`src/rtl/bmain_arbiter_if.sv`:
```
// rtl/bmain_arbiter_if.sv - bmain arbiter signal bundle (two requesters plus shared slave port)
interface bmain_arbiter_if;
    logic        m0_cvalid;
    logic        m0_cready;
    logic        m0_cmd;
    logic [25:0] m0_addr;
    logic        m0_rvalid;
    logic        m0_rready;
    logic        m0_rlast;
    logic [31:0] m0_rdata;
    logic        m0_error;
    logic        m0_eack;

    logic        m1_cvalid;
    logic        m1_cready;
    logic        m1_cmd;
    logic [25:0] m1_addr;
    logic        m1_rvalid;
    logic        m1_rready;
    logic        m1_rlast;
    logic [31:0] m1_rdata;
    logic        m1_error;
    logic        m1_eack;

    logic        bmain_cvalid;
    logic        bus_cready;
    logic        bmain_cmd;
    logic [25:0] bmain_addr;
    logic        bus_rvalid;
    logic        bmain_rready;
    logic        bus_rlast;
    logic [31:0] bus_rdata;
    logic        bus_error;
    logic        bmain_eack;

    // Arbiter view: serves the two requesters and drives the shared bmain slave port
    modport slave (
        input  m0_cvalid, m0_cmd, m0_addr, m0_rready, m0_eack,
        output m0_cready, m0_rvalid, m0_rlast, m0_rdata, m0_error,
        input  m1_cvalid, m1_cmd, m1_addr, m1_rready, m1_eack,
        output m1_cready, m1_rvalid, m1_rlast, m1_rdata, m1_error,
        output bmain_cvalid, bmain_cmd, bmain_addr, bmain_rready, bmain_eack,
        input  bus_cready, bus_rvalid, bus_rlast, bus_rdata, bus_error
    );

    // Environment view: the requesters and the bmain slave talking to the arbiter
    modport master (
        output m0_cvalid, m0_cmd, m0_addr, m0_rready, m0_eack,
        input  m0_cready, m0_rvalid, m0_rlast, m0_rdata, m0_error,
        output m1_cvalid, m1_cmd, m1_addr, m1_rready, m1_eack,
        input  m1_cready, m1_rvalid, m1_rlast, m1_rdata, m1_error,
        input  bmain_cvalid, bmain_cmd, bmain_addr, bmain_rready, bmain_eack,
        output bus_cready, bus_rvalid, bus_rlast, bus_rdata, bus_error
    );
endinterface

```
`src/rtl/bmain_arbiter.sv`:
```
// rtl/bmain_arbiter.sv - two-master bmain arbiter with burst ownership and no-response timeout
module bmain_arbiter #(
    parameter int FIXED_PRIO = 0,
    parameter int TIMEOUT    = 1024,
    parameter int TO_W       = 11
) (
    input  logic           clk_core,
    input  logic           reset_n,
    bmain_arbiter_if.slave bif
);

    typedef enum logic [1:0] {
        ST_IDLE,
        ST_CMD,
        ST_DATA,
        ST_ERR
    } state_t;

    // Last counter value before the timeout fires; unused when TIMEOUT is 0
    localparam int TO_LAST = (TIMEOUT > 0) ? TIMEOUT - 1 : 0;

    state_t          state, state_nxt;
    logic            owner, owner_nxt;       // 0 = m0, 1 = m1; meaningful outside IDLE only
    logic            rr_last, rr_nxt;        // master granted most recently
    logic [TO_W-1:0] to_cnt, to_cnt_nxt;
    logic            to_flag, to_flag_nxt;   // ERR was entered by timeout, not by slave error
    logic            cmd_q, cmd_nxt;
    logic [25:0]     addr_q, addr_nxt;

    logic            grant0, grant1;
    logic            tie_to_m0;
    logic            own_rready, own_eack;
    logic            beat_hs, to_hit;

    logic            o_rvalid, o_rlast, o_error;
    logic [31:0]     o_rdata;
    logic            cready0, cready1;
    logic            cvalid_o, rready_o, eack_o;

    // Owner-selected master inputs
    assign own_rready = owner ? bif.m1_rready : bif.m0_rready;
    assign own_eack   = owner ? bif.m1_eack   : bif.m0_eack;

    // Tie break: m0 wins under fixed priority, otherwise whoever was not granted last.
    // Grants are held off while reset is asserted so every output reads 0 in reset.
    assign tie_to_m0 = (FIXED_PRIO != 0) || rr_last;
    assign grant0    = reset_n & bif.m0_cvalid & (~bif.m1_cvalid | tie_to_m0);
    assign grant1    = reset_n & bif.m1_cvalid & ~grant0;

    assign beat_hs = bif.bus_rvalid & own_rready;
    assign to_hit  = (TIMEOUT != 0) && (to_cnt == TO_W'(TO_LAST));

    // Arbitration state register, latched command and timeout bookkeeping
    always_ff @(posedge clk_core or negedge reset_n) begin
        if (!reset_n) begin
            state   <= ST_IDLE;
            owner   <= 1'b0;
            rr_last <= 1'b1;
            to_cnt  <= '0;
            to_flag <= 1'b0;
            cmd_q   <= 1'b0;
            addr_q  <= '0;
        end else begin
            state   <= state_nxt;
            owner   <= owner_nxt;
            rr_last <= rr_nxt;
            to_cnt  <= to_cnt_nxt;
            to_flag <= to_flag_nxt;
            cmd_q   <= cmd_nxt;
            addr_q  <= addr_nxt;
        end
    end

    // Next-state logic and owner-relative outputs
    always_comb begin
        state_nxt   = state;
        owner_nxt   = owner;
        rr_nxt      = rr_last;
        to_cnt_nxt  = to_cnt;
        to_flag_nxt = to_flag;
        cmd_nxt     = cmd_q;
        addr_nxt    = addr_q;
        cready0     = 1'b0;
        cready1     = 1'b0;
        cvalid_o    = 1'b0;
        rready_o    = 1'b0;
        eack_o      = 1'b0;
        o_rvalid    = 1'b0;
        o_rlast     = 1'b0;
        o_rdata     = '0;
        o_error     = 1'b0;

        case (state)
            ST_IDLE: begin
                cready0 = grant0;
                cready1 = grant1;
                if (grant0 || grant1) begin
                    cmd_nxt     = grant1 ? bif.m1_cmd  : bif.m0_cmd;
                    addr_nxt    = grant1 ? bif.m1_addr : bif.m0_addr;
                    owner_nxt   = grant1;
                    rr_nxt      = grant1;
                    to_cnt_nxt  = '0;
                    to_flag_nxt = 1'b0;
                    state_nxt   = ST_CMD;
                end
            end

            ST_CMD: begin
                cvalid_o = 1'b1;
                o_error  = bif.bus_error;
                if (bif.bus_error) begin
                    state_nxt = ST_ERR;
                end else if (bif.bus_cready) begin
                    to_cnt_nxt = '0;
                    state_nxt  = ST_DATA;
                end else if (to_hit) begin
                    to_flag_nxt = 1'b1;
                    state_nxt   = ST_ERR;
                end else if ((TIMEOUT != 0) && (to_cnt != TO_W'(TIMEOUT))) begin
                    to_cnt_nxt = to_cnt + 1'b1;
                end
            end

            ST_DATA: begin
                o_rvalid = bif.bus_rvalid;
                o_rlast  = bif.bus_rlast;
                o_rdata  = bif.bus_rdata;
                rready_o = own_rready;
                o_error  = bif.bus_error;
                // A slave error wins even over a coinciding last beat
                if (bif.bus_error) begin
                    state_nxt = ST_ERR;
                end else if (beat_hs && bif.bus_rlast) begin
                    state_nxt = ST_IDLE;
                end else if (beat_hs) begin
                    to_cnt_nxt = '0;
                end else if (to_hit) begin
                    to_flag_nxt = 1'b1;
                    state_nxt   = ST_ERR;
                end else if ((TIMEOUT != 0) && (to_cnt != TO_W'(TIMEOUT))) begin
                    to_cnt_nxt = to_cnt + 1'b1;
                end
            end

            ST_ERR: begin
                if (to_flag) begin
                    // Timeout: the slave never saw this error, so no eack goes out
                    o_error = 1'b1;
                    if (own_eack) begin
                        to_flag_nxt = 1'b0;
                        state_nxt   = ST_IDLE;
                    end
                end else begin
                    o_error = bif.bus_error;
                    eack_o  = own_eack;
                    if (bif.bus_error && own_eack) begin
                        state_nxt = ST_IDLE;
                    end
                end
            end

            default: begin
                state_nxt = ST_IDLE;
            end
        endcase
    end

    assign bif.m0_cready    = cready0;
    assign bif.m1_cready    = cready1;

    assign bif.m0_rvalid    = ~owner & o_rvalid;
    assign bif.m0_rlast     = ~owner & o_rlast;
    assign bif.m0_rdata     = owner ? '0 : o_rdata;
    assign bif.m0_error     = ~owner & o_error;

    assign bif.m1_rvalid    = owner & o_rvalid;
    assign bif.m1_rlast     = owner & o_rlast;
    assign bif.m1_rdata     = owner ? o_rdata : '0;
    assign bif.m1_error     = owner & o_error;

    assign bif.bmain_cvalid = cvalid_o;
    assign bif.bmain_cmd    = cmd_q;
    assign bif.bmain_addr   = addr_q;
    assign bif.bmain_rready = rready_o;
    assign bif.bmain_eack   = eack_o;

endmodule

```
`src/flat_wrapper.sv`:
```
// flat-port wrapper written by rule: the top's interface ports become plain ports
module bmain_arbiter_flat 
#(
    parameter int FIXED_PRIO = 0,
    parameter int TIMEOUT    = 1024,
    parameter int TO_W       = 11
)
  (clk_core, reset_n, bif_m0_cvalid, bif_m0_cmd, bif_m0_addr, bif_m0_rready, bif_m0_eack, bif_m0_cready, bif_m0_rvalid, bif_m0_rlast, bif_m0_rdata, bif_m0_error, bif_m1_cvalid, bif_m1_cmd, bif_m1_addr, bif_m1_rready, bif_m1_eack, bif_m1_cready, bif_m1_rvalid, bif_m1_rlast, bif_m1_rdata, bif_m1_error, bif_bmain_cvalid, bif_bmain_cmd, bif_bmain_addr, bif_bmain_rready, bif_bmain_eack, bif_bus_cready, bif_bus_rvalid, bif_bus_rlast, bif_bus_rdata, bif_bus_error);
  bmain_arbiter_if bif_i ();
  input  logic clk_core;
  input  logic reset_n;
  input wire logic [$bits(bif_i.m0_cvalid)-1:0] bif_m0_cvalid;
  input wire logic [$bits(bif_i.m0_cmd)-1:0] bif_m0_cmd;
  input wire logic [$bits(bif_i.m0_addr)-1:0] bif_m0_addr;
  input wire logic [$bits(bif_i.m0_rready)-1:0] bif_m0_rready;
  input wire logic [$bits(bif_i.m0_eack)-1:0] bif_m0_eack;
  output wire logic [$bits(bif_i.m0_cready)-1:0] bif_m0_cready;
  output wire logic [$bits(bif_i.m0_rvalid)-1:0] bif_m0_rvalid;
  output wire logic [$bits(bif_i.m0_rlast)-1:0] bif_m0_rlast;
  output wire logic [$bits(bif_i.m0_rdata)-1:0] bif_m0_rdata;
  output wire logic [$bits(bif_i.m0_error)-1:0] bif_m0_error;
  input wire logic [$bits(bif_i.m1_cvalid)-1:0] bif_m1_cvalid;
  input wire logic [$bits(bif_i.m1_cmd)-1:0] bif_m1_cmd;
  input wire logic [$bits(bif_i.m1_addr)-1:0] bif_m1_addr;
  input wire logic [$bits(bif_i.m1_rready)-1:0] bif_m1_rready;
  input wire logic [$bits(bif_i.m1_eack)-1:0] bif_m1_eack;
  output wire logic [$bits(bif_i.m1_cready)-1:0] bif_m1_cready;
  output wire logic [$bits(bif_i.m1_rvalid)-1:0] bif_m1_rvalid;
  output wire logic [$bits(bif_i.m1_rlast)-1:0] bif_m1_rlast;
  output wire logic [$bits(bif_i.m1_rdata)-1:0] bif_m1_rdata;
  output wire logic [$bits(bif_i.m1_error)-1:0] bif_m1_error;
  output wire logic [$bits(bif_i.bmain_cvalid)-1:0] bif_bmain_cvalid;
  output wire logic [$bits(bif_i.bmain_cmd)-1:0] bif_bmain_cmd;
  output wire logic [$bits(bif_i.bmain_addr)-1:0] bif_bmain_addr;
  output wire logic [$bits(bif_i.bmain_rready)-1:0] bif_bmain_rready;
  output wire logic [$bits(bif_i.bmain_eack)-1:0] bif_bmain_eack;
  input wire logic [$bits(bif_i.bus_cready)-1:0] bif_bus_cready;
  input wire logic [$bits(bif_i.bus_rvalid)-1:0] bif_bus_rvalid;
  input wire logic [$bits(bif_i.bus_rlast)-1:0] bif_bus_rlast;
  input wire logic [$bits(bif_i.bus_rdata)-1:0] bif_bus_rdata;
  input wire logic [$bits(bif_i.bus_error)-1:0] bif_bus_error;
  assign bif_i.m0_cvalid = bif_m0_cvalid;
  assign bif_i.m0_cmd = bif_m0_cmd;
  assign bif_i.m0_addr = bif_m0_addr;
  assign bif_i.m0_rready = bif_m0_rready;
  assign bif_i.m0_eack = bif_m0_eack;
  assign bif_m0_cready = bif_i.m0_cready;
  assign bif_m0_rvalid = bif_i.m0_rvalid;
  assign bif_m0_rlast = bif_i.m0_rlast;
  assign bif_m0_rdata = bif_i.m0_rdata;
  assign bif_m0_error = bif_i.m0_error;
  assign bif_i.m1_cvalid = bif_m1_cvalid;
  assign bif_i.m1_cmd = bif_m1_cmd;
  assign bif_i.m1_addr = bif_m1_addr;
  assign bif_i.m1_rready = bif_m1_rready;
  assign bif_i.m1_eack = bif_m1_eack;
  assign bif_m1_cready = bif_i.m1_cready;
  assign bif_m1_rvalid = bif_i.m1_rvalid;
  assign bif_m1_rlast = bif_i.m1_rlast;
  assign bif_m1_rdata = bif_i.m1_rdata;
  assign bif_m1_error = bif_i.m1_error;
  assign bif_bmain_cvalid = bif_i.bmain_cvalid;
  assign bif_bmain_cmd = bif_i.bmain_cmd;
  assign bif_bmain_addr = bif_i.bmain_addr;
  assign bif_bmain_rready = bif_i.bmain_rready;
  assign bif_bmain_eack = bif_i.bmain_eack;
  assign bif_i.bus_cready = bif_bus_cready;
  assign bif_i.bus_rvalid = bif_bus_rvalid;
  assign bif_i.bus_rlast = bif_bus_rlast;
  assign bif_i.bus_rdata = bif_bus_rdata;
  assign bif_i.bus_error = bif_bus_error;
  bmain_arbiter #(.FIXED_PRIO(FIXED_PRIO), .TIMEOUT(TIMEOUT), .TO_W(TO_W)) u_core (.clk_core(clk_core), .reset_n(reset_n), .bif(bif_i));
endmodule
```
`config.mk`:
```
export PLATFORM = sky130hd
export DESIGN_NAME = bmain_arbiter_flat
export DESIGN_NICKNAME = d
export VERILOG_FILES = /design/src/rtl/bmain_arbiter_if.sv /design/src/rtl/bmain_arbiter.sv /design/src/flat_wrapper.sv
export SDC_FILE = /design/constraint.sdc
export NUM_CORES = 1
export LEC_CHECK = 0
export ABC_CLOCK_PERIOD_IN_PS = 2300
export CAP_MARGIN = 20
export CORE_MARGIN = 5
export CORE_UTILIZATION = 32
export CTS_BUF_LIST = sky130_fd_sc_hd__clkbuf_8 sky130_fd_sc_hd__clkbuf_16
export DETAILED_ROUTE_END_ITERATION = 8
export GPL_TIMING_DRIVEN = 0
export PLACE_DENSITY_LB_ADDON = 0.3
export SKIP_LAST_GASP = 1
export SYNTH_ARGS = -nofsm -noshare
export SYNTH_HDL_FRONTEND = slang
export SYNTH_SLANG_ARGS = --single-unit
```
`constraint.sdc`:
```
create_clock -name clk_core -period 2.3 [get_ports clk_core]
set_clock_uncertainty 0.05 [all_clocks]
set_input_delay 0.46 -clock clk_core [delete_from_list [all_inputs] [get_ports clk_core]]
set_output_delay 0.46 -clock clk_core [all_outputs]
set_load 0.01 [all_outputs]
```
==> results of run 1 <==
## layer usage
layer | up-vias | GRT usage, % | part of all wire (%)
li1 | 1631 | - | -
met4 | 0 | 3.52 | 1.3
met2 | 153 | 37.0 | 53
met1 | 1563 | 22.7 | 39
met5 | - | 0 | 0
met3 | 14 | 5.09 | 7.0
## worst max-delay path, cell delays in order, from the launching register on
cell and delay, ns:
dfrtp_1 0.42, inv_2 0.13, ha_4 0.16, nor2b_4 0.24
buf_6 0.14, buf_6 0.09, buf_6 0.11, and2_4 0.14
buf_6 0.09
## layout make-up
class | instances | area (um^2) | share of cell area (%)
repair buffers | 229 | 2160 | 39.9
multi-input cells | 254 | 1760 | 32.5
flip-flops and latches | 43 | 1080 | 19.8
plain buffers | 18 | 136 | 2.51
well taps | 108 | 135 | 2.49
clock buffers | 6 | 82.6 | 1.52
clock inverters | 2 | 38.8 | 0.714
inverters | 9 | 33.8 | 0.622
## state kept, by name, summed over array words and instances, names as in the netlist
| name | flops |
|---|---|
| u_core.bif.bmain_addr | 26 |
| u_core.bif.bmain_cmd | 1 |
| u_core.owner | 1 |
| u_core.rr_last | 1 |
| u_core.state | 2 |
| u_core.to_cnt | 11 |
| u_core.to_flag | 1 |
## placed cells by master, fill, tap and decap left out, types with 4 or more instances in the layout
cell / instances
mux2i_1: 29
dfrtp_1: 42
nand2_1: 35
clkdlybuf4s50_1: 124
a21oi_1: 7
and2_1: 25
nor2_1: 8
dlygate4sd2_1: 13
buf_6: 26
clkdlybuf4s15_1: 27
buf_2: 17
clkbuf_8: 7
o21ai_0: 34
buf_4: 22
nand4_1: 7
clkbuf_1: 5
and3_1: 37
and2_4: 13
inv_1: 8
a21oi_2: 4
clkbuf_2: 8
nand3_1: 7
## power groups by stage
stage | registers, mW | clock network [mW] | logic [mW]
after floorplan | 1.30 | 0 | 1.03
after global placement | 1.20 | 0 | 2.31
after detailed placement | 1.21 | 0 | 2.36
after CTS | 1.21 | 0.630 | 2.54
after global routing | 1.24 | 0.657 | 3.01
final | 1.21 | 0.618 | 2.77
## worst min-delay path by stage
| stage | from | to | cells after the start |
|---|---|---|---|
| floorplan | reset_n | u_core.bif.bmain_addr[0] | 0 |
| global placement | u_core.bif.bmain_addr[18] | u_core.bif.bmain_addr[18] | 2 |
| detailed placement | reset_n | u_core.bif.bmain_addr[0] | 1 |
| CTS | reset_n | u_core.bif.bmain_addr[5] | 2 |
| global route | reset_n | u_core.bif.bmain_addr[11] | 2 |
| finish | reset_n | u_core.bif.bmain_addr[5] | 2 |
## timing repair
item                                   4_1_cts  5_1_grt
setup buffers                               15       13
hold buffers                                 1        0
setup endpoints to repair                   84       74
endpoints found under the hold margin       17        0
gates resized for setup                    207       92
pin swaps                                    5       14
cloned                                       0        1
## logic make-up (layout without fill, tap and decap cells)
kind of cell | count (synthesis) | in the layout | share of synthesized area, %
AO/OA/AOI/OAI | 64 | 64 | 13.6
AND/OR/NAND/NOR | 151 | 151 | 30.0
XOR/XNOR | 2 | 2 | 0.619
flip-flops | 43 | 43 | 38.1
multiplexers | 30 | 30 | 10.7
adder cells (fa/ha/maj) | 7 | 7 | 3.09
buffers and inverters | 29 | 264 | 3.98
==> results_dict.tcl, run 1 <==
set metrics [dict create \
    synth_most_common_cell "dfrtp_1" \
    p_seq_share_pct 26.2 \
    cts_buffer_depth 2 \
    cp-start-kind "flop" \
    power_density_nw_per_um2 847 \
    grt_overflow 0 \
    dieArea_um2 10800 \
    core_um2 8680 \
    ff2ff_setup_slack_ns 0.01 \
    clkPwrFrac_pct 13.4 \
    die_y_um 104 \
    track_usage_pct 19.8 \
    timing.rr.start "u_core.state[1]" \
    postRouteWirelength_mm 11.5 \
    worst_slew_pin_slew_ns 0.753 \
    final_util_pct 62.6 \
    netlist_top_cells_count "dfrtp_1, and2_1, and3_1, o21ai_0, nand2_1" \
    ios 200 \
    slew_violations 0 \
    htree_levels 2 \
    worstPathRequired_ns 1.79 \
    p_sw_share_pct 38.0 \
    arrival_ns 1.82 \
    synth-async-reset-ratio_pct 100 \
    grt_max_degree 31 \
    nets 665 \
    synth.area.top_cells "dfrtp_1, mux2i_1, and2_1" \
    synth.avg_cell_area_um2 8.68 \
    ys_ff_latch 43 \
    synth_edf_count 0 \
    rsz0062_at_grt "yes" \
    clock-root-buffer "clkbuf_8" \
    p_sw_mw 1.75 \
    insertedDiodeCount 0 \
    antenna_found_initial 0 \
    rr_worst_depth 8 \
    area_growth_pct 91.9 \
    yosysWarnings 0 \
    fin_crit_sh_pct 101 \
    cts_tree "done" \
    period_minus_slack_ns 2.33 \
    first_global_vias 3354 \
    initial_core_util_pct 32.6 \
    leakage_nw 2.72 \
    viasPerCell 5.02 \
    numCtsBuffers 5 \
    place_ws_ns -0.740 \
    hold_slack_ns 0.0386 \
    ant_nets 0 \
    synth_ff_type "dfrtp_1" \
    p_comb_share_pct 60.3 \
    ir_drop_uv 497 \
    final_area_um2 5430 \
    tns_ns -0.156 \
    dp_cells 634 \
    p_int_mw 2.85 \
    path_class "reg2out" \
    layout-drive-gt1-share_pct 21.4 \
    stdcell_count 669 \
    violations "setup timing" \
    grt_pass1_wl_mm 17.7 \
    drc_errors 0 \
    seq_area_frac_synth_pct 38.1 \
    maxCapViolations 0 \
    endpoint_kind "output pin" \
    firstDrtPassIters 5 \
    place_area_um2 4970 \
    avgRoutedWirePerCell_um 17.1 \
    fin_total_pwr_mw 4.60 \
    hp-class "in2async" \
    die_x_um 104 \
    cts.sinks 43 \
    cp-startpoint "u_core.state[0]" \
    io_buffers 199 \
    vias 3361 \
    critPathMaxFanout 6 \
    worst_skew_pair.late_latency_ns 0.30 \
    regToRegEndpoint "u_core.to_cnt[5]" \
    syn_area_um2 2830 \
    clk_pin_slew_worst_paths_ns 0.09 \
    setup_viol 9 \
    relSlewSlack_pct 49.6 \
    yosys.area.top_type "dfrtp_1" \
    synth.top_cell.area_share_pct 37.1 \
    drtIter0Drc 274 \
    status "complete, but fails checks" \
    hpwl_mm 8.86 \
    cp-endpoint "bif_m0_rdata[11]" \
    num_rows 34 \
    fmax_ghz 0.429 \
    postSynthCellCount 326 \
    place_congestion 0.811 \
    fin_ws_ns -0.0310 \
    syn-num-nets 431 \
    synth_cell_types 42 \
    finalHoldViolCount 0 \
    final.fill_count 735 \
]
Power figures use the tool's default switching activity.
==> inputs of run 2 (changes only) <==
- CORE_MARGIN: 5 -> unset
- REMOVE_ABC_BUFFERS: unset -> 1
==> results_dict.tcl, run 2 (synthesis results as in run 1) <==
set metrics [dict create \
    status "complete, but fails checks" \
    violations "setup timing" \
    hp-class "in2async" \
    worst_skew_pair.late_latency_ns 0.31 \
    relSlewSlack_pct 60.4 \
    final_common_cell "clkdlybuf4s50_1" \
    drc_errors 0 \
    insertedDiodeCount 0 \
    hold_slack_ns 0.0782 \
    final.fill_count 675 \
    first_global_vias 3109 \
    stdcell_count 656 \
    p_seq_share_pct 26.3 \
    worstPathRequired_ns 2.48 \
    endpoint_kind "flop" \
    dp_cells 614 \
    viasPerCell 5.07 \
    numCtsBuffers 5 \
    core_um2 8380 \
    path_cells "buf_4 > ha_4 > buf_12 > o21a_4 > a211oi_4 > nand4_1 > or4b_1 > a21oi_1" \
    critPathMaxFanout 11 \
    cts_buffer_depth 2 \
    ir_drop_uv 501 \
    drtIter0Drc 163 \
    leakage_nw 2.98 \
    cp-start-kind "flop" \
    ios 200 \
    cts_tree "done" \
    hpwl_mm 7.22 \
    critPathMaxStageDelay_ns 0.52 \
    firstDrtPassIters 4 \
    nets 655 \
    initial_core_util_pct 33.8 \
    p_int_mw 2.87 \
    p_sw_share_pct 38.6 \
    final_cell_mix "clkdlybuf4s50_1, dfrtp_1, dlygate4sd2_1" \
    grt_pass1_wl_mm 15.8 \
    p_sw_mw 1.80 \
    layout-drive-gt1-share_pct 15.8 \
    finalHoldViolCount 0 \
    slew_violations 0 \
    vias 3324 \
    postRouteWirelength_mm 10.5 \
    dieArea_um2 9220 \
    arrival_ns 2.50 \
    grt_overflow 0 \
    maxCapViolations 0 \
    clock-root-buffer "clkbuf_8" \
    track_usage_pct 22.3 \
    die_y_um 96.0 \
    die_x_um 96.0 \
    place_congestion 0.846 \
    clkPwrFrac_pct 13.0 \
    p_comb_share_pct 60.7 \
    area_growth_pct 90.1 \
    slowest_stage "or4b_1" \
    htree_levels 2 \
    ant_nets 0 \
    antenna_found_initial 0 \
    fin_ws_ns -0.0131 \
    largest_reg_flops 26 \
    fmax_ghz 0.432 \
    grt_max_degree 43 \
    power_density_nw_per_um2 868 \
    fin_crit_sh_pct 101 \
    setup_viol 1 \
    rsz0062_at_grt "yes" \
    path_class "reg2reg" \
    worst_slew_pin_slew_ns 0.585 \
    period_minus_slack_ns 2.31 \
    clk_pin_slew_worst_paths_ns 0.09 \
    num_rows 33 \
    avgRoutedWirePerCell_um 16.1 \
    cts.sinks 43 \
    io_buffers 199 \
]
[run 2: final cells by class]
type,count,area (um^2),share of cell area [%]
clock inverter,3,43.8,0.814
multi-input combinational,256,1780,33.0
clock buffer,5,68.8,1.28
tap,105,131,2.44
timing repair buffer,235,2240,41.7
sequential,43,1080,20.1
inverter,9,33.8,0.628
[run 2: final timing paths]
kind	start	to	slack (ns)	depth (start not counted)
min in group clk_core	u_core.bif.bmain_addr[9]	u_core.bif.bmain_addr[9]	0.43	2
worst min-delay path	reset_n	u_core.bif.bmain_addr[14]	0.08	2
worst max register to register	u_core.state[1]	u_core.to_cnt[6]	-0.01	8
max in group asynchronous	reset_n	u_core.bif.bmain_addr[19]	1.41	2
worst max-delay path	u_core.state[1]	u_core.to_cnt[6]	-0.01	8
worst min register to register	u_core.bif.bmain_addr[9]	u_core.bif.bmain_addr[9]	0.43	2
[run 2: power by group through the flow]
stage | Combinational (mW) | Clock (mW) | Sequential, mW
2_1_floorplan | 0.940 | 0 | 1.34
3_3_place_gp | 2.16 | 0 | 1.27
3_5_place_dp | 2.22 | 0 | 1.28
4_1_cts | 2.67 | 0.611 | 1.22
5_1_grt | 3.09 | 0.645 | 1.27
6_report | 2.84 | 0.605 | 1.23
[run 2: repair_timing]
action                     4_1_cts  5_1_grt
setup endpoints to repair       87       56
hold buffers                     1        0
buffers inserted                23        7
gates cloned                     2        1
hold endpoints to repair         6        0
pin swaps                        7       10
gates resized for setup         83       64
[run 2: metal layers]
metal	up-vias	wire (um)	global-route usage (%)
met5	-	0	0
met3	21	900	6.71
met1	1531	4310	27.3
met2	164	5050	37.2
met4	0	280	7.71
li1	1608	-	-
[run 2: metrics by stage]
stage / util, % / instance area, um^2 / TNS [ns] / power [mW] / worst slack, ns
2_1_floorplan: - / 2750 / -24.98 / 2.28 / -0.431
3_5_place_dp: 58.8 / 4930 / -82.48 / 3.50 / -1.48
4_1_cts: 63.1 / 5290 / -1.01 / 4.51 / -0.142
6_report: 64.2 / 5380 / -0.0131 / 4.67 / -0.0131
3_3_place_gp: 58.2 / 4870 / -218.99 / 3.43 / -3.61
5_1_grt: 64.2 / 5380 / -0.580 / 5.00 / -0.156
[run 2: worst max-delay path: cells and delay by family, from the launching register on]
family / cells / cell delay (ns)
flip-flops: 1 / 0.39
AO/OA/AOI/OAI: 3 / 0.66
adder cells (fa/ha/maj): 1 / 0.18
AND/OR/NAND/NOR: 2 / 0.67
buffers and inverters: 2 / 0.28
==> inputs of run 3 (changes only) <==
- RECOVER_POWER: unset -> 50
- REMOVE_ABC_BUFFERS: 1 -> unset
==> results_dict.tcl, run 3 (synthesis results as in run 1) <==
set metrics [dict create \
    hpwl_mm 8.11 \
    num_rows 33 \
    maxCapViolations 0 \
    timing.rr.start "u_core.state[0]" \
    grt_pass1_wl_mm 15.9 \
    die_y_um 96.0 \
    cts_tree "done" \
    tns_ns -1.43 \
    core_um2 8380 \
    first_global_vias 3229 \
    postRouteWirelength_mm 10.3 \
    period_minus_slack_ns 2.49 \
    cts_buffer_depth 2 \
    htree_levels 2 \
    grt_max_degree 21 \
    final_cell_mix "clkdlybuf4s50_1, dfrtp_1, and3_1, dlygate4sd2_1" \
    place_ws_ns -0.590 \
    track_usage_pct 22.3 \
    regToRegEndpoint "u_core.to_cnt[2]" \
    slew_violations 0 \
    hp-class "in2async" \
    firstDrtPassIters 5 \
    grt_overflow 0 \
    insertedDiodeCount 0 \
    fin_ws_ns -0.188 \
    io_buffers 199 \
    fmax_ghz 0.402 \
    violations "setup timing" \
    largest_reg_flops 26 \
    finalHoldViolCount 0 \
    worst_slew_pin_slew_ns 1.14 \
    ant_nets 0 \
    fin_crit_sh_pct 108 \
    endpoint_kind "output pin" \
    antenna_found_initial 0 \
    drtIter0Drc 149 \
    ff2ff_setup_slack_ns 0.02 \
    die_x_um 96.0 \
    final.fill_count 696 \
    dp_cells 631 \
    layout-drive-gt1-share_pct 15.4 \
    status "complete, but fails checks" \
    cts.sinks 43 \
    place_congestion 0.871 \
    worst_skew_pair.late_latency_ns 0.29 \
    numCtsBuffers 5 \
    fin_total_pwr_mw 4.29 \
    avgRoutedWirePerCell_um 15.6 \
    cp-start-kind "flop" \
    final_area_um2 5340 \
    worstPathRequired_ns 1.79 \
    arrival_ns 1.98 \
    initial_core_util_pct 33.8 \
    path_class "reg2out" \
    ir_drop_uv 497 \
    nets 657 \
    clock-root-buffer "clkbuf_8" \
    place_area_um2 4970 \
    vias 3305 \
    rr_worst_depth 8 \
    rsz0062_at_grt "yes" \
    drc_errors 0 \
    final_common_cell "clkdlybuf4s50_1" \
    clk_pin_slew_worst_paths_ns 0.09 \
    dieArea_um2 9220 \
    ios 200 \
    relSlewSlack_pct 24.0 \
    power_density_nw_per_um2 803 \
    setup_viol 10 \
    viasPerCell 5.02 \
    critPathMaxFanout 10 \
    stdcell_count 658 \
    area_growth_pct 88.6 \
    leakage_nw 2.97 \
]
[run 3: cell count changes in the layout (fill, tap and decap cells not counted), moves of 7 or more]
| cell | delta |
|---|---|
| clkbuf_2 | -9 |
| buf_6 | +7 |
| clkbuf_1 | +7 |
| buf_2 | +7 |
| dlygate4sd3_1 | +28 |
| clkdlybuf4s50_1 | -21 |
| buf_4 | -11 |
[run 3: metal layers]
metal	GRT usage, %	vias up	part of all wire, %
met5	0	-	0
met4	5.97	0	1.4
met3	5.92	12	8.8
met2	41.0	148	52
met1	25.3	1532	38
li1	-	1613	-
[run 3: repair_timing]
action	CTS	global route
hold endpoints to repair	7	0
hold buffers	1	0
pin swaps	1	11
buffers inserted	5	12
gates resized for setup	98	91
setup endpoints to repair	84	70
cloned	1	0
[run 3: how the worst max path moves through the flow]
| stage | startpoint | end | slack (ns) | cells after the start |
|---|---|---|---|---|
| finish | u_core.state[0] | bif_m0_rdata[30] | -0.19 | 6 |
| global route | u_core.state[0] | bif_m0_rdata[30] | -0.27 | 6 |
| CTS | u_core.state[0] | bif_m0_rdata[30] | -0.26 | 6 |
| detailed placement | bif_m0_cvalid | bif_m1_cready | -0.59 | 7 |
| global placement | reset_n | u_core.to_cnt[8] | -2.16 | 7 |
| floorplan | u_core.state[0] | u_core.to_cnt[6] | 0.17 | 7 |
[run 3: stage by stage]
step	utilization [%]	hold WS (ns)
2_1_floorplan	-	0.114
4_1_cts	62.1	0.0960
3_5_place_dp	59.3	0.276
3_3_place_gp	59.1	0.412
5_1_grt	63.7	0.213
6_report	63.7	0.210
[run 3: final cells by class]
class / count / area [um^2] / share of cell area [%]
buffer: 20 / 160 / 3.00
tap: 105 / 131 / 2.46
inverter: 9 / 33.8 / 0.633
clock buffer: 5 / 68.8 / 1.29
multi-input combinational: 254 / 1730 / 32.4
clock inverter: 3 / 43.8 / 0.820
timing repair buffer: 219 / 2090 / 39.1
sequential: 43 / 1080 / 20.2
[run 3: worst max-delay path: stages, from the launching register on]
cell	delay (ns)
dfrtp_1	0.40
inv_2	0.10
ha_4	0.16
nor2b_4	0.21
buf_8	0.14
and2_1	0.13
clkdlybuf4s50_1	0.54
[run 3: power by group]
group	switching [mW]	total (mW)	internal, mW
combinational	1.22	2.48	1.25
clock	0.272	0.596	0.324
sequential	0.180	1.21	1.03
total	1.67	4.29	2.61
==> edit 1, RTL diff (config.mk and constraints of run 2) <==
Re-encode `state_t` (4 states) as one-hot, 4 bits wide.
--- a/src/rtl/bmain_arbiter.sv
+++ b/src/rtl/bmain_arbiter.sv
@@ -11,7 +11,7 @@
 
-    typedef enum logic [1:0] {
-        ST_IDLE,
-        ST_CMD,
-        ST_DATA,
-        ST_ERR
+    typedef enum logic [3:0] {
+        ST_IDLE = 4'b0001,
+        ST_CMD  = 4'b0010,
+        ST_DATA = 4'b0100,
+        ST_ERR  = 4'b1000
     } state_t;
Function: same outputs for any inputs over 4 cycles, from zero or initial values and one cycle with reset_n low; so few cycles prove little.
==> edit 1 against run 2 <==
- the run still ends with negative setup slack left
- final area grew 15%
- area after synthesis is 8.0% higher
- largest power group unchanged
- synthesized cell count grew 9.5%
- setup slack got worse by 0.11 ns
- routed wire length grew 17%
- die area grew 7.8%
- global-route usage grew 0.16 points
- first-iteration DRC count shrank 28%
- critical path depth unchanged
- sequential cell count is 2 higher
- total power up 2.3%
- worst hold slack better by 0.043 ns
==> edit 1: results (changes against run 2) <==
| Metric | Value |
|---|---|
| Non-clock buffers | 262 (was 235) |
| Layout filler cell count | 707 (was 675) |
| Worst IR drop on VDD | 0.4593 mV (was 0.5014 mV) |
| Post-synthesis mux area share | 9.906% (was 10.65%) |
| Seq. pwr | 1.34 mW (was 1.23 mW) |
| Layout clock area frac | 1.866% (was 2.093%) |
| Post-CTS resize count | 312 (was 83) |
| Setup WS pre-CTS | -0.7905 ns (was -1.479 ns) |
| First-pass GRT wire length | 17800 µm (was 15760 µm) |
| Synth Area in Adders | 0.8187% (was 3.095%) |
| Failing checks | negative setup slack (unchanged) |
| Setup-failing EPs final | 54 (was 1) |
| Reported leakage power | 2.886 nW (was 2.976 nW) |
| Maximum fanout along the worst path | 5 (was 11) |
| CP Data Arrival Time | 1.91 ns (was 2.50 ns) |
| Net load switching power | 1.844 mW (was 1.800 mW) |
| Non-clk buf share | 42.01% (was 41.70%) |
| Fin area | 6168 µm² (was 5380 µm²) |
| Proportion of cell area occupied by multi-input gates | 34.48% (was 33.05%) |
| Longest individual stage delay on the worst path | 0.39 ns (was 0.52 ns) |
| Slowest cell on crit path | sky130_fd_sc_hd__dfstp_2 (was sky130_fd_sc_hd__or4b_1) |
| Top cells by area, synth | sky130_fd_sc_hd__dfrtp_1 (35%), sky130_fd_sc_hd__and3_1 (14%), sky130_fd_sc_hd__mux2i_1 (9.2%) (was sky130_fd_sc_hd__dfrtp_1 (37%), sky130_fd_sc_hd__mux2i_1 (10%), sky130_fd_sc_hd__and2_1 (8.4%)) |
| Synth Area in Compound Gates | 15.15% (was 13.62%) |
| Post-detailed-routing wire length | 12320 µm (was 10540 µm) |
| Num Clock Sinks | 45 (was 43) |
| Part of the power in the clock network | 12.8% (was 13.0%) |
| Routed via count | 3733 (was 3324) |
| Cell count after synthesis | 357 (was 326) |
| Placed Instances | 661 (was 614) |
| Post-route worst setup slack | -0.1250 ns (was -0.01315 ns) |
| Part of the total power dissipated in combinational logic | 59.2% (was 60.7%) |
| Status | complete, but fails checks (unchanged) |
| Average vias per placed instance | 5.114 (was 5.067) |
| Share of post-route cells with drive strength above 1 | 37.44% (was 15.79%) |
| # nets final | 700 (was 655) |
| Max_slew headroom | 42.95% (was 60.36%) |
| Detailed-placement wirelength estimate | 7569 µm (was 7219 µm) |
| Violation count after the first detailed-routing iteration | 118 (was 163) |
| CP delay by family, top | buffers and inverters (was simple AND/OR/NAND/NOR gates) |
| Width of the die | 99.74 µm (was 96.05 µm) |
| Sequential cell area fraction in the yosys report | 36.92% (was 38.06%) |
| Sequential portion of the cell area | 18.42% (was 20.09%) |
| Number of different library cells in the post-synthesis netlist | 56 (was 42) |
| Via count of the first global-routing pass | 3556 (was 3109) |
| Largest net degree at the start of global routing | 50 (was 43) |
| Gpl congestion | 0.8577 (was 0.8457) |
| # Post-CTS Setup Buffers | 45 (was 23) |
| Final TNS setup | -2.671 ns (was -0.01315 ns) |
| Global Route Usage Sum | 22.48% (was 22.33%) |
| Area share of the largest cell type after synthesis | 35.20% (was 37.14%) |
==> edit 1: cell count changes after synthesis, sizes merged, moves of 17 or more <==
cell          run 2  this run
nand2            35        18
nor2              9        43
o21ai            36        15
and3             37        68
a21oi            11        34
and2             38         1
==> edit 1: final timing paths <==
kind	startpoint	slack [ns]	to
worst min-delay path	reset_n	0.12	u_core.state[0]
worst max register to register	u_core.state[0]	-0.05	u_core.state[1]
min in group clk_core	u_core.rr_last	0.45	u_core.rr_last
worst max-delay path	u_core.state[0]	-0.12	bif_m0_rdata[15]
worst min register to register	u_core.rr_last	0.45	u_core.rr_last
max in group asynchronous	reset_n	1.06	u_core.state[2]
==> edit 1: routing by layer <==
metal,part of all wire [%],up-vias,global-route usage (%)
met5,0,-,0
met4,2.2,0,7.692
met3,7.9,27,6.114
met2,53,155,41.54
met1,37,1756,24.60
li1,-,1795,-
==> edit 2, RTL diff (config.mk and constraints of run 2) <==
Without the edit above. `TO_W` is set to 11 in 2 places; all go to 22.
--- a/src/rtl/bmain_arbiter.sv
+++ b/src/rtl/bmain_arbiter.sv
@@ -4,3 +4,3 @@
     parameter int TIMEOUT    = 1024,
-    parameter int TO_W       = 11
+    parameter int TO_W       = 22
 ) (
--- a/src/flat_wrapper.sv
+++ b/src/flat_wrapper.sv
@@ -5,3 +5,3 @@
     parameter int TIMEOUT    = 1024,
-    parameter int TO_W       = 11
+    parameter int TO_W       = 22
 )
Function: no difference found for any inputs over 4 cycles, from zero or initial values and one cycle with reset_n low; that may be too few to reach the edited logic, so the function may still have changed.
==> edit 2 against run 2 <==
- the flow still finishes with violations (negative setup slack)
- critical endpoint is now u_core.to_cnt[3]
- fmax down 4.7%
- total power up 21%
- setup slack worse by 0.11 ns
- sequential cell count up 11
- final area up 18%
- critical path depth unchanged
- via count up 24%
- global-route usage down 0.61 points
- sequential share of layout area up 1.3 points
- area after synthesis up 26%
- routed wire length up 25%
- highest routed layer unchanged
- critical path type unchanged
==> edit 2: results (changes against run 2) <==
| Metric | Value |
|---|---|
| Status | complete, but fails checks (unchanged) |
| Failing checks | negative setup slack (unchanged) |
| Violation count after the first detailed-routing iteration | 279 (was 163) |
| Longest individual stage delay on the worst path | 0.49 ns (was 0.52 ns) |
| Flip-flop count of the largest register, all copies and words added | 26 (unchanged) |
| Cell at the root of the clock tree | sky130_fd_sc_hd__clkbuf_8 (unchanged) |
| # nets final | 756 (was 655) |
| Via count of the first global-routing pass | 3876 (was 3109) |
| CP Data Arrival Time | 2.63 ns (was 2.50 ns) |
| Max_slew headroom | 67.45% (was 60.36%) |
| Detailed-placement wirelength estimate | 9076 µm (was 7219 µm) |
| Maximum level of the CTS H-tree | 2 (unchanged) |
| Launch instance of the worst register-to-register path | u_core.state[1] (unchanged) |
| First-pass GRT wire length | 19430 µm (was 15760 µm) |
| Post-detailed-routing wire length | 13220 µm (was 10540 µm) |
| Sequential cell area fraction in the yosys report | 37.81% (was 38.06%) |
| Largest net degree at the start of global routing | 26 (was 43) |
| Worst IR drop on VDD | 0.4372 mV (was 0.5014 mV) |
| Maximum fanout along the worst path | 5 (was 11) |
| Share of post-route cells with drive strength above 1 | 21.01% (was 15.79%) |
| Setup WS pre-CTS | -1.357 ns (was -1.479 ns) |
| Gpl congestion | 0.8387 (was 0.8457) |
| Commonest cells in the synthesized netlist | sky130_fd_sc_hd__dfrtp_1 (53), sky130_fd_sc_hd__nand2_1 (44), sky130_fd_sc_hd__and3_1 (37), sky130_fd_sc_hd__o21ai_0 (37), sky130_fd_sc_hd__and2_1 (36) (was sky130_fd_sc_hd__dfrtp_1 (42), sky130_fd_sc_hd__and2_1 (38), sky130_fd_sc_hd__and3_1 (37)) |
| Port-buffer cells | 199 (unchanged) |
| Setup-failing EPs final | 42 (was 1) |
| Kind of critical path | register to register (unchanged) |
| Post-route worst setup slack | -0.1267 ns (was -0.01315 ns) |
| Reported leakage power | 2.987 nW (was 2.976 nW) |
| Number of different library cells in the post-synthesis netlist | 52 (was 42) |
| Global Route Usage Sum | 21.72% (was 22.33%) |
| Fraction of registers with async set or reset after synthesis | 100.0% (unchanged) |
| Slowest cell on crit path | sky130_fd_sc_hd__or4b_1 (unchanged) |
| CP delay by family, top | simple AND/OR/NAND/NOR gates (unchanged) |
| Top cells by area, synth | sky130_fd_sc_hd__dfrtp_1 (37%), sky130_fd_sc_hd__mux2i_1 (8.7%), sky130_fd_sc_hd__and3_1 (6.5%) (was sky130_fd_sc_hd__dfrtp_1 (37%), sky130_fd_sc_hd__mux2i_1 (10%), sky130_fd_sc_hd__and2_1 (8.4%)) |
| Average vias per placed instance | 5.218 (was 5.067) |
## edit 2: report_power, final
| group | switching [mW] | internal [mW] |
|---|---|---|
| clock network | 0.333 | 0.217 |
| registers | 0.186 | 1.23 |
| logic | 1.76 | 1.91 |
## edit 2: routing by layer
layer | vias up | share of wire (%) | track usage (%) | routed length [µm]
met5 | - | 0 | 0 | 0
met4 | 0 | 2.4 | 7.534 | 321
met3 | 17 | 12 | 7.567 | 1525
met2 | 224 | 51 | 42.26 | 6805
met1 | 1927 | 35 | 20.79 | 4563
li1 | 1965 | - | - | -
## edit 2: logic make-up (layout without fill, tap and decap cells)
family | count (synthesis) | count (layout) | share of synthesized area, %
XOR/XNOR | 2 | 2 | 0.4898
buffers and inverters | 38 | 273 | 4.267
AO/OA/AOI/OAI | 96 | 96 | 16.51
multiplexers | 32 | 32 | 9.059
AND/OR/NAND/NOR | 186 | 188 | 29.42
flip-flops | 54 | 54 | 37.81
adder cells (fa/ha/maj) | 7 | 7 | 2.448
## edit 2: worst paths after layout
kind / depth (start not counted) / slack, ns / to
hold / removal: 2 / 0.01 / u_core.to_cnt[10]
setup / recovery: 8 / -0.13 / u_core.to_cnt[3]
setup reg to reg: 8 / -0.13 / u_core.to_cnt[3]
min in group clk_core: 2 / 0.44 / u_core.bif.bmain_addr[23]
max in group asynchronous: 3 / 1.36 / u_core.bif.bmain_addr[1]
hold reg to reg: 2 / 0.44 / u_core.bif.bmain_addr[23]
## edit 2: what timing repair did
action	4_1_cts	5_1_grt
gates resized for setup	128	94
pin swaps	11	15
hold buffers	1	0
gates cloned	3	1
hold endpoints to repair	22	0
buffers inserted	29	14
setup endpoints to repair	108	73
## edit 2: area by class of cell
type,instances,area (µm²)
clock inverter,3,21.27
sequential,54,1358
tap,140,175.2
clock buffer,5,68.82
fill,955,4557
timing repair buffer,252,2369
multi-input combinational,325,2291
inverter,13,48.80
## edit 2: metrics by stage
stage                     cells  area (µm²)  hold WS (ns)  utilization [%]  TNS [ns]
after floorplan             390        3473        0.1144                -    -40.51
after global placement      729        5640        0.4112            51.80   -317.66
after detailed placement    735        5719        0.4201            52.53    -87.17
after CTS                   776        6206      0.005935            57.00    -3.538
after global routing        792        6331      0.008464            58.15    -5.864
final                       792        6331       0.01214            58.15    -2.514
